===== config.mk =====
export PLATFORM = sky130hd
export DESIGN_NAME = cdb_arbiter
export DESIGN_NICKNAME = d
export VERILOG_FILES = /design/src/rtl/cdb_arbiter.sv
export SDC_FILE = /design/constraint.sdc
export NUM_CORES = 1
export LEC_CHECK = 0
export CORE_ASPECT_RATIO = 0.8
export CORE_UTILIZATION = 35
export DETAILED_ROUTE_END_ITERATION = 16
export PLACE_DENSITY = 0.74
export SKIP_CTS_REPAIR_TIMING = 1
export SKIP_LAST_GASP = 1
export SYNTH_ARGS = -nofsm -noshare
export SYNTH_HDL_FRONTEND = slang
export SYNTH_SLANG_ARGS = --single-unit

===== constraint.sdc =====
create_clock -name clk -period 3.59 [get_ports clk]
set_input_delay 0.359 -clock clk [delete_from_list [all_inputs] [get_ports clk]]
set_output_delay 0.359 -clock clk [all_outputs]
set_load 0.01 [all_outputs]

===== src/rtl/cdb_arbiter.sv =====
// Common data bus arbiter: round-robin grant among functional units, registered
// broadcast of the winner's tag/data, and a saturating multi-request counter.
module cdb_arbiter #(
  parameter int N_REQ      = 4,
  parameter int TAG_WIDTH  = 4,
  parameter int DATA_WIDTH = 32
) (
  input  logic                          clk,
  input  logic                          rst,
  input  logic [N_REQ-1:0]              req,
  input  logic [N_REQ*TAG_WIDTH-1:0]    req_tag,
  input  logic [N_REQ*DATA_WIDTH-1:0]   req_data,
  output logic [N_REQ-1:0]              grant,
  input  logic                          cdb_stall,
  input  logic                          mask_wr,
  input  logic [N_REQ-1:0]              mask_in,
  output logic                          cdb_valid,
  output logic [TAG_WIDTH-1:0]          cdb_tag,
  output logic [DATA_WIDTH-1:0]         cdb_data,
  output logic [$clog2(N_REQ)-1:0]      cdb_src,
  output logic [15:0]                   conflict_cnt
);

  localparam int PTR_W = $clog2(N_REQ);

  logic [PTR_W-1:0]      r_ptr;
  logic [N_REQ-1:0]      r_mask;
  logic                  r_valid;
  logic [TAG_WIDTH-1:0]  r_tag;
  logic [DATA_WIDTH-1:0] r_data;
  logic [PTR_W-1:0]      r_src;
  logic [15:0]           r_cnt;

  logic [N_REQ-1:0]      w_eligible;
  logic [N_REQ-1:0]      w_grant;
  logic                  w_found;
  logic [PTR_W-1:0]      w_win;
  logic                  w_multi;

  function automatic logic [PTR_W-1:0] wrap_idx(input logic [PTR_W-1:0] base, input int off);
    int sum;
    sum = int'(base) + off;
    if (sum >= N_REQ) sum = sum - N_REQ;
    return PTR_W'(sum);
  endfunction

  // Reset gates eligibility so grant is forced low while rst is held.
  assign w_eligible = req & r_mask & {N_REQ{~cdb_stall}} & {N_REQ{~rst}};

  // Clearing the lowest set bit leaves something only if two or more bits were set.
  assign w_multi = |(w_eligible & (w_eligible - N_REQ'(1)));

  always_comb begin
    // NOTE: every output of this block gets a default first, so no path can infer a latch.
    w_grant = '0;
    w_found = 1'b0;
    w_win   = '0;
    for (int k = 0; k < N_REQ; k++) begin
      if (!w_found && w_eligible[wrap_idx(r_ptr, k)]) begin
        w_found                    = 1'b1;
        w_win                      = wrap_idx(r_ptr, k);
        w_grant[wrap_idx(r_ptr, k)] = 1'b1;
      end
    end
  end

  // NOTE: state is updated with non-blocking assignments so every register samples pre-edge values.
  always_ff @(posedge clk) begin
    if (rst) begin
      r_ptr   <= '0;
      r_mask  <= '1;
      r_valid <= 1'b0;
      r_tag   <= '0;
      r_data  <= '0;
      r_src   <= '0;
      r_cnt   <= '0;
    end else begin
      if (mask_wr) r_mask <= mask_in;
      r_valid <= w_found;
      if (w_found) begin
        r_tag  <= req_tag[int'(w_win)*TAG_WIDTH +: TAG_WIDTH];
        r_data <= req_data[int'(w_win)*DATA_WIDTH +: DATA_WIDTH];
        r_src  <= w_win;
        r_ptr  <= wrap_idx(w_win, 1);
      end
      if (w_multi && (r_cnt != 16'hFFFF)) r_cnt <= r_cnt + 16'd1;
    end
  end

  assign grant        = w_grant;
  assign cdb_valid    = r_valid;
  assign cdb_tag      = r_tag;
  assign cdb_data     = r_data;
  assign cdb_src      = r_src;
  assign conflict_cnt = r_cnt;

endmodule


-- After elaboration in Yosys (flattened, before gate mapping)
Cells that the tools add are included.
- bits in registers: 61
- output and inout bits: 59
- bits of input ports: 156
- $lt $le $gt $ge: 17
- add/subtract/negate cells: 11
- muxes and demuxes: 37
- reductions and logical operators: 12
- equal/unequal tests: 1
- bitwise operators: 9
- shift-type cells: 2
- operator list (kind ; count):
    variable part select 128 x 8 -> 32 bit ; 1
    2-to-1 mux 2 bit ; 13
    less-than comparator 2 x 3 -> 1 bit, second input constant ; 8
    adder 16 x 1 -> 16 bit, second input constant ; 1
    AND 4 bit ; 4
    2-to-1 mux 4 bit ; 4
    != test 16 bit, second input constant ; 1
    variable part select 16 x 5 -> 4 bit ; 1
    greater-or-equal comparator 3 bit, second input constant ; 4
    2-to-1 mux 1 bit ; 12
    bitwise OR 4 bit ; 3
    subtractor 2 x 1 -> 2 bit, second input constant ; 5
    binary-select mux 1 bit (select 2 bit) ; 4
    demux 1 bit (select 2 bit) ; 4
    greater-or-equal comparator 2 x 1 -> 1 bit, second input constant ; 4
    logical AND 1 bit ; 8
    adder 2 x 1 -> 3 bit, second input constant ; 2
    adder 2 x 2 -> 3 bit, second input constant ; 2
    OR reduction 4 bit ; 1
    subtractor 4 x 1 -> 4 bit, second input constant ; 1
    greater-or-equal comparator 2 x 3 -> 1 bit, second input constant ; 1
    zero test 1 bit ; 3
    inverter 1 bit ; 2

-- Depth between registers and ports, before layout
Gate-level depths: netlist (run 1).
- depth in word-level cells: 21
- mapped depth: 13

-- Worst setup path after synthesis (run 1)
No wires, ideal clock.
- path type: register -> register
- from: register r_ptr[0]
- to: register r_data[16], in the netlist cdb_data[16]
- path slack: -0.028 ns
- stages on the path, launching flop included: 12
- required time: 3.470 ns
- data arrival time: 3.499 ns
- path buffers: 4
- cells stage by stage: dfxtp_1 inv_2 clkbuf_1 buf_1 ha_1 clkbuf_1 mux4_2 o21a_1 o21ai_2 buf_2 mux2_1 a211o_1
- cells in the longest elaborated chain, start to end: 15
- elaborated cells between the ends (all ways): 38
- those cells by class: add/sub (7); order compare (4); shift (1); mux (20); reduce/logical (6)
- RTL lines (item ; line ; RTL):
    start, declared ; 26 ; logic [PTR_W-1:0] r_ptr;
    start signal, assigned ; 84 ; r_ptr <= wrap_idx(w_win, 1);
    branches (longest 15 deep; another with adder 2 x 1 -> 3 bit) ; n/a ;
    end signal, assigned ; 82 ; r_data <= req_data[int'(w_win)*DATA_WIDTH +: DATA_WIDTH];
    end, declared ; 30 ; logic [DATA_WIDTH-1:0] r_data;
Several ways; the timed one is not identified. The select of a mux whose other input is x is not followed.
A chain may end at the register's enable or synchronous reset.

-- Final worst setup path (run 1)
- from: register r_ptr[1]
- to: output grant[1]
- cells in the longest elaborated chain, start to end: 14
- elaborated cells between the ends (all ways): 63
- those cells by class: add/sub (7); order compare (12); mux (31); bitwise (3); reduce/logical (10)
- RTL lines (item ; line ; RTL):
    adder 2 x 1 -> 3 bit (tied with other cells) ; 42 ; sum = int'(base) + off;
    greater-or-equal comparator 3 bit (tied with other cells) ; 43 ; if (sum >= N_REQ) sum = sum - N_REQ;
    2-to-1 mux 2 bit (tied with other cells) ; 43 ;
    2-to-1 mux 2 bit (tied with other cells) ; 59 ; if (!w_found && w_eligible[wrap_idx(r_ptr, k)]) begin
    less-than comparator 2 x 3 -> 1 bit (implied by the code) (tied with other cells) ; 62 ; w_grant[wrap_idx(r_ptr, k)] = 1'b1;
    logical AND 1 bit (implied by the code) (tied with other cells) ; 62 ;
    2-to-1 mux 1 bit (implied by the code) (tied with other cells) ; 62 ;
    demux 1 bit (select 2 bit) (tied with other cells) ; 62 ;
    bitwise OR 4 bit (no line) or zero test 1 bit (tied branches) ; n/a ;
    2-to-1 mux 4 bit or logical AND 1 bit (tied branches) ; 59 ;
    bitwise OR 4 bit (no line) or 2-to-1 mux 1 bit (tied branches) ; n/a ;
    2-to-1 mux 4 bit or zero test 1 bit (tied branches) ; 59 ;
    bitwise OR 4 bit (no line) or logical AND 1 bit (tied branches) ; n/a ;
    2-to-1 mux 4 bit (*) ; 59 ;
    end, declared ; 13 ; output logic [N_REQ-1:0] grant,
Mark *: on every way between the ends. The rest lies on a longest branch, timed or not. The select of a mux whose other input is x is not followed.

==> reports/qor.log, run 1 <==
qor: finish.final-seq-area 1220 µm²
qor: grt.largest_net_degree_at_the_start_of_global_routing 39
qor: worst_setup_path.launch_instance_of_the_worst_register_to_register_path r_ptr[1]$_SDFFE_PP0P_
qor: synthesis.synth_async_sr_flop_share 0%
qor: placed_design.port-buffer-count 214
qor: clock_tree.number_of_buffers_created_by_cts 9
qor: clock_tree.ctsRootBufferMaster sky130_fd_sc_hd__clkbuf_16
qor: placed_design.detailed_place_hpwl 12000 µm
qor: sta.fmax 0.297 GHz
qor: grt.grt_util_met2 42.4%
qor: clock_tree.maximum_buffer_depth_of_the_clock_tree 2
qor: synthesis.synthDistinctLibCells 58
qor: floorplanning.ios 215
qor: finish.final_cell_mix 214 x sky130_fd_sc_hd__clkdlybuf4s50_1, 60 x sky130_fd_sc_hd__dfxtp_1, 51 x sky130_fd_sc_hd__nand2_1
qor: pwr.power_leakage 2.61 nW
qor: worst_setup_path.critical_path.endpoint_type output pin
qor: grt.grtUsageTotal 25.6%
qor: finish.final_common_cell sky130_fd_sc_hd__clkdlybuf4s50_1
qor: pwr.power.density_cell_area 366 nW/µm²
qor: grt.grt-busiest-layer met2
qor: worst_setup_path.critPathMaxStageDelay 0.54 ns
qor: finish.n_fill_cell 1072
qor: worst_setup_path.path_buf_inv 2
qor: synthesis.yosys_register_bits 61
qor: placed_design.dpl-instance-area 6570 µm²
qor: finish.area_delta_synth_final 59.0%
qor: finish.postLayoutCellArea 6840 µm²
qor: synthesis.synth_cells 506
qor: pwr.p_int 0.00174 W
qor: min_path.worstHoldStart cdb_data[10]$_SDFFE_PP0P_
qor: floorplanning.die_x 126 µm
qor: route.drt_drc_violations_left 0
qor: synthesis.synth_area_leaders sky130_fd_sc_hd__dfxtp_1 28%, sky130_fd_sc_hd__o211ai_1 8.0%, sky130_fd_sc_hd__mux2i_1 5.1%, sky130_fd_sc_hd__a211oi_1 5.1%, sky130_fd_sc_hd__nand2_1 4.4%
qor: worst_setup_path.worst_path_dominant_cell_family buffers and inverters
qor: floorplanning.placement_rows 35
qor: min_path.hp-class flop to flop
qor: worst_setup_path.critical_path_peak_fanout 8
qor: finish.multi_input_comb_area 2780 µm²
qor: finish.final_nets 870
qor: worst_setup_path.worst_setup_path_category flop to output pin
qor: clock_tree.htree_num_levels 3
qor: synthesis.syn_nets 671
qor: sta.final_min_period_over_clock_period 93.7%
qor: route.dr_total_vias 4926
qor: route.drt_iter0_markers 270
qor: clock_tree.worst_skew_pair.late_latency 0.33 ns
qor: sta.final_min_period 3.36 ns
qor: grt.gr-usage-met3 6.55%
qor: synthesis.yosys_most_used_dff sky130_fd_sc_hd__dfxtp_1
qor: clock_tree.tritoncts yes
qor: placed_design.weighted_congestion_at_the_end_of_routability_driven_global_placement 0.836
qor: sta.finalSetupViolations 0
qor: pwr.p_sw_share 30.7%
qor: status.status finished, final reports clean
qor: finish.drive_above_1_share 8.04%
qor: pwr.p_sw 0.000769 W
qor: finish.n_antenna_cell 0
qor: sta.hold_vio_cnt_final 0
qor: worst_setup_path.timing.critical_path.required 3.23 ns
qor: floorplanning.chipHeight 101 µm
qor: synthesis.synthDominantAreaCellType sky130_fd_sc_hd__dfxtp_1
qor: clock_tree.cts_num_sinks 61
qor: synthesis.synth_edf_count 0
qor: sta.rsz0062_at_grt false
qor: pwr.ir_drop 0.000253 V
qor: sta.skew 0.00731 ns
qor: run.max_cap_viol_count 0
qor: worst_setup_path.worstPathCellList inv_1 > ha_2 > a21boi_0 > mux2i_1 > o31ai_1 > and2_1 > a221o_1 > clkdlybuf4s50_1
qor: synthesis.netlist_area 4310 µm²
qor: grt.grt.overflow.total 0
qor: sta.max_slew_margin 46.9%
qor: floorplanning.fp.dieArea 12800 µm²
qor: sta.worstMarginPinSlew 0.796 ns
qor: worst_setup_path.crit_path_dat 3.00 ns
qor: route.final_antenna_net_count 0
qor: synthesis.part_of_the_yosys_area_used_for_sequential_elements 28.4%
qor: floorplanning.placeableCoreArea 11700 µm²
qor: worst_setup_path.crit_path_start r_ptr[1]$_SDFFE_PP0P_
qor: route.drt-vias-per-instance 5.75
qor: synthesis.yosysWarningCount 0
qor: grt.antenna_found_initial 0
qor: worst_setup_path.critPathSlowestCell sky130_fd_sc_hd__clkdlybuf4s50_1
qor: pwr.p_clk_share 31.1%
qor: pwr.power_frac_comb 36.1%
qor: clock_tree.path_clk_slew 0.05 ns
qor: grt.grt.met1_usage 32.5%
qor: pwr.power.sequential.fraction 32.8%
qor: route.dr_pass1_iterations 5
qor: grt.grt_pass1_vias 5037
qor: synthesis.yosysTopAreaCellShare 28.4%
qor: synthesis.post_synth.cell_area_avg 8.51 µm²
qor: route.route.final.wire_length 16200 µm
qor: grt.grt_first_pass_wirelength 25800 µm
qor: sta.slew_viol_final 0
qor: sta.final.hold.worst_slack 0.475 ns
qor: floorplanning.initial_utilization 36.7%
qor: route.post_drt_wl_per_cell 18.8 µm
qor: worst_setup_path.critPathLaunchType flop
per-stage QoR:
| step | cells | utilization [%] | power, W | worst slack [ns] | setup TNS, ns |
|---|---|---|---|---|---|
| after floorplan | 506 | - | 0.00126 | 0.124 | 0 |
| after global placement | 841 | 56.0 | 0.00171 | 0.165 | 0 |
| after detailed placement | 841 | 56.0 | 0.00173 | 0.0616 | 0 |
| after CTS | 856 | 58.2 | 0.00252 | -0.0404 | -0.138 |
| after global routing | 857 | 58.3 | 0.00264 | 0.00355 | 0 |
| final | 857 | 58.3 | 0.00251 | 0.226 | 0 |
state kept, by name (all words and copies together) (netlist names):
| signal | flops |
|---|---|
| cdb_data | 32 |
| cdb_src | 2 |
| cdb_tag | 4 |
| cdb_valid | 1 |
| conflict_cnt | 16 |
| r_mask | 4 |
| r_ptr | 2 |
worst paths after layout:
| check | cells after the start | end | slack (ns) |
|---|---|---|---|
| worst max-delay path | 8 | grant[1] | 0.23 |
| worst min-delay path | 2 | cdb_data[10]$_SDFFE_PP0P_ | 0.48 |
| worst max register to register | 9 | cdb_data[14]$_SDFFE_PP0P_ | 0.29 |
| worst min register to register | 2 | cdb_data[10]$_SDFFE_PP0P_ | 0.48 |
synthesized netlist by cell type (7+ instances only):
master	instances
sky130_fd_sc_hd__dfxtp_1	61
sky130_fd_sc_hd__nand2_1	51
sky130_fd_sc_hd__o211ai_1	46
sky130_fd_sc_hd__nor2_1	30
sky130_fd_sc_hd__a211oi_1	29
sky130_fd_sc_hd__a21oi_1	28
sky130_fd_sc_hd__clkbuf_1	26
sky130_fd_sc_hd__mux2i_1	22
sky130_fd_sc_hd__inv_1	18
sky130_fd_sc_hd__and3_1	15
sky130_fd_sc_hd__a311oi_1	12
sky130_fd_sc_hd__nand3_1	11
sky130_fd_sc_hd__a211o_1	10
sky130_fd_sc_hd__buf_2	10
sky130_fd_sc_hd__ha_1	9
sky130_fd_sc_hd__mux2_1	8
sky130_fd_sc_hd__o221ai_1	8
sky130_fd_sc_hd__o22ai_1	8
sky130_fd_sc_hd__xor2_1	7
kinds of logic after synthesis:
| group | count (synthesis) | share of synthesized area [%] |
|---|---|---|
| mux | 36 | 9.56 |
| simple gates | 138 | 16.8 |
| fa+ha+maj | 9 | 2.62 |
| xor+xnor | 10 | 2.03 |
| compound gates | 183 | 33.1 |
| buf+inv | 69 | 7.53 |
| flops | 61 | 28.4 |
power by group through the flow:
stage / Combinational [W] / Clock [W] / Sequential [W]
after floorplan: 0.000398 / 0 / 0.000862
after global placement: 0.000881 / 0 / 0.000830
after detailed placement: 0.000896 / 0 / 0.000833
after CTS: 0.000900 / 0.000796 / 0.000821
after global routing: 0.000971 / 0.000834 / 0.000831
final: 0.000903 / 0.000780 / 0.000822
worst register-to-register path, delay by kind of cell, from the launching register on:
kind	cells	cell delay (ns)
compound gates	4	1.05
fa+ha+maj	1	0.47
buf+inv	3	0.63
flops	1	0.43
mux	1	0.58
routing by layer:
layer / up-vias / share of wire (%)
li1: 2345 / -
met3: 22 / 6.8
met2: 221 / 47
met1: 2338 / 44
met5: - / 0
met4: 0 / 2.0
area by class of cell:
class / instances / share of cell area, %
flip-flops and latches: 61 / 17.9
multi-input cells: 376 / 40.7
inverters: 19 / 1.04
well taps: 148 / 2.71
clock buffers: 13 / 3.66
clock inverters: 2 / 0.146
repair buffers: 238 / 33.9
Power figures use the tool's default switching activity.
==> run 2, diff against run 1 <==
- PLACE_DENSITY: 0.74 -> 0.71
- clock period: 3.59 -> 3.85 ns (I/O delays scaled with it)
==> reports/qor.log, run 2 (synthesis gave the netlist of run 1 again) <==
qor: finish.final_core_util 58.5% [+0.17 points]
qor: floorplanning.ios 215 [unchanged]
qor: pwr.power_leakage 2.61 nW [+0.33%]
qor: grt.grt_pass1_vias 4824 [-4.2%]
qor: route.post_drt_wl_per_cell 18.5 µm [-1.9%]
qor: sta.aggregate_negative_setup_slack 0 ns [unchanged]
qor: finish.final_cell_mix 214 x sky130_fd_sc_hd__clkdlybuf4s50_1, 61 x sky130_fd_sc_hd__dfxtp_1, 51 x sky130_fd_sc_hd__nand2_1
qor: route.drt_drc_violations_left 0 [unchanged]
qor: clock_tree.tritoncts yes
qor: clock_tree.ctsRootBufferMaster sky130_fd_sc_hd__clkbuf_16
qor: worst_setup_path.worst_setup_path_category primary input to output pin
qor: worst_setup_path.launch_instance_of_the_worst_register_to_register_path r_ptr[1]$_SDFFE_PP0P_
qor: sta.final_min_period 3.35 ns
qor: worst_setup_path.path_buf_inv 2 [unchanged]
qor: finish.area_delta_synth_final 59.4%
qor: route.dr_pass1_iterations 5 [unchanged]
qor: worst_setup_path.timing.critical_path.required 3.46 ns [+0.23 ns]
qor: worst_setup_path.worst_path_dominant_cell_family buffers and inverters
qor: worst_setup_path.critPathMaxStageDelay 0.64 ns [+0.10 ns]
qor: placed_design.weighted_congestion_at_the_end_of_routability_driven_global_placement 0.853 [+2.0%]
qor: sta.slew_viol_final 0 [unchanged]
qor: worst_setup_path.cp_common_cell sky130_fd_sc_hd__clkdlybuf4s50_1
qor: sta.worstMarginPinSlew 0.747 ns [-0.0491 ns]
qor: clock_tree.maximum_buffer_depth_of_the_clock_tree 2 [unchanged]
qor: worst_setup_path.critPathLaunchType primary input
qor: pwr.power.sequential.fraction 31.2% [-1.6 points]
qor: sta.skew 0.0112 ns [+0.00392 ns]
qor: run.max_cap_viol_count 0 [unchanged]
qor: finish.n_antenna_cell 0 [unchanged]
qor: sta.final_min_period_over_clock_period 87.0%
qor: sta.finalSetupViolations 0 [unchanged]
qor: sta.final.hold.worst_slack 0.464 ns [-0.0108 ns]
qor: pwr.p_clk_share 34.4% [+3.3 points]
qor: clock_tree.cts_num_sinks 61 [unchanged]
qor: grt.largest_net_degree_at_the_start_of_global_routing 43 [+10%]
qor: worst_setup_path.worstPathCellList clkdlybuf4s50_1 > nand4bb_1 > mux4_2 > nand3_1 > a21oi_1 > a221o_1 > clkdlybuf4s50_1
qor: finish.final_nets 865 [-0.57%]
qor: floorplanning.placeableCoreArea 11700 µm² [unchanged]
qor: route.drt-vias-per-instance 5.74 [-0.16%]
qor: floorplanning.fp.dieArea 12800 µm² [unchanged]
qor: status.status finished, final reports clean
qor: grt.grt_first_pass_wirelength 25000 µm [-3.4%]
qor: pwr.p_sw 0.000749 W [-2.7%]
qor: pwr.power_frac_comb 34.4% [-1.7 points]
qor: sta.max_slew_margin 50.1% [+3.3 points]
qor: route.drt_iter0_markers 363 [+34%]
qor: pwr.p_sw_share 30.7% [about the same]
qor: clock_tree.path_clk_slew 0.06 ns [about the same]
qor: min_path.worstHoldStart cdb_data[11]$_SDFFE_PP0P_
qor: worst_setup_path.critical_path_peak_fanout 11 [+3]
qor: sta.fmax 0.299 GHz
qor: worst_setup_path.critical_path.endpoint_type output pin
qor: sta.rsz0062_at_grt false
qor: pwr.ir_drop 0.000238 V [-6.2%]
qor: clock_tree.htree_num_levels 3 [unchanged]
qor: worst_setup_path.critPathSlowestCell sky130_fd_sc_hd__mux4_2
qor: grt.grt.overflow.total 0 [unchanged]
qor: clock_tree.number_of_buffers_created_by_cts 9 [unchanged]
qor: finish.drive_above_1_share 7.66% [-0.38 points]
qor: grt.antenna_found_initial 0 [unchanged]
qor: pwr.power.density_cell_area 355 nW/µm² [-3.0%]
qor: floorplanning.placement_rows 35 [unchanged]
qor: route.dr_total_vias 4895 [-0.63%]
qor: route.final_antenna_net_count 0 [unchanged]
qor: worst_setup_path.crit_path_dat 2.96 ns [-0.04 ns]
qor: route.route.final.wire_length 15800 µm [-2.3%]
qor: placed_design.port-buffer-count 214 [unchanged]
qor: placed_design.detailed_place_hpwl 11700 µm [-2.9%]
qor: min_path.hp-class flop to flop
qor: floorplanning.die_x 126 µm [unchanged]
qor: sta.hold_vio_cnt_final 0 [unchanged]
qor: worst_setup_path.crit_path_start rst
qor: floorplanning.chipHeight 101 µm [unchanged]
qor: floorplanning.initial_utilization 36.7% [unchanged]
qor: pwr.p_int 0.00169 W [-2.8%]
qor: finish.largest_register_ffs 32 [unchanged]
qor: clock_tree.worst_skew_pair.late_latency 0.34 ns [about the same]
qor: grt.grtUsageTotal 24.9% [-0.73 points]
qor: finish.final_common_cell sky130_fd_sc_hd__clkdlybuf4s50_1
run 2: changes by cell type in the layout (fill, tap and decap cells not counted):
cell / previous run / this run
sky130_fd_sc_hd__clkinv_2: 2 / 1
sky130_fd_sc_hd__inv_6: 0 / 2
sky130_fd_sc_hd__buf_4: 24 / 18
sky130_fd_sc_hd__clkinv_4: 0 / 2
sky130_fd_sc_hd__clkbuf_1: 3 / 0
sky130_fd_sc_hd__bufinv_16: 0 / 1
sky130_fd_sc_hd__ha_1: 8 / 9
sky130_fd_sc_hd__ha_2: 1 / 0
sky130_fd_sc_hd__buf_12: 0 / 1
sky130_fd_sc_hd__dfxtp_1: 60 / 61
sky130_fd_sc_hd__dfxtp_2: 1 / 0
run 2: worst paths after layout:
| path | to | slack, ns | depth (start not counted) |
|---|---|---|---|
| max | grant[3] | 0.50 | 7 |
| min reg2reg | cdb_data[11]$_SDFFE_PP0P_ | 0.46 | 2 |
| max reg2reg | cdb_data[0]$_SDFFE_PP0P_ | 0.66 | 8 |
| min | cdb_data[11]$_SDFFE_PP0P_ | 0.46 | 2 |
run 2: power by group through the flow:
stage / logic (W) / registers, W / clock network (W)
global placement: 0.000821 / 0.000771 / 0
global route: 0.000900 / 0.000770 / 0.000881
detailed placement: 0.000835 / 0.000772 / 0
floorplan: 0.000371 / 0.000804 / 0
finish: 0.000838 / 0.000760 / 0.000838
CTS: 0.000840 / 0.000760 / 0.000856
run 2: through the flow:
| step | setup slack (ns) | cells | area [µm²] | total power (W) |
|---|---|---|---|---|
| after floorplan | 0.232 | 506 | 4310 | 0.00117 |
| after global placement | 0.366 | 837 | 6560 | 0.00159 |
| after detailed placement | 0.210 | 837 | 6560 | 0.00161 |
| after CTS | 0.503 | 853 | 6860 | 0.00246 |
| after global routing | 0.242 | 853 | 6860 | 0.00255 |
| final | 0.500 | 853 | 6860 | 0.00244 |
run 2: area by class of cell:
type / count / area, µm²
Fill cell: 1077 / 4870
Multi-Input combinational cell: 376 / 2780
Timing Repair Buffer: 233 / 2300
Sequential cell: 61 / 1220
Clock buffer: 10 / 239
Tap cell: 148 / 185
Inverter: 19 / 71.3
Clock inverter: 6 / 70.1
run 2: worst min-delay path, cell delays in order, from the launching register on:
cell and delay [ns]:
sky130_fd_sc_hd__dfxtp_1 0.32, sky130_fd_sc_hd__nand2_1 0.05, sky130_fd_sc_hd__o221ai_1 0.06
run 2: layer usage:
metal	global-route usage [%]	share of wire, %
met1	31.3	44
met2	41.9	46
met3	5.71	6.8
met4	9.18	2.7
met5	0	0
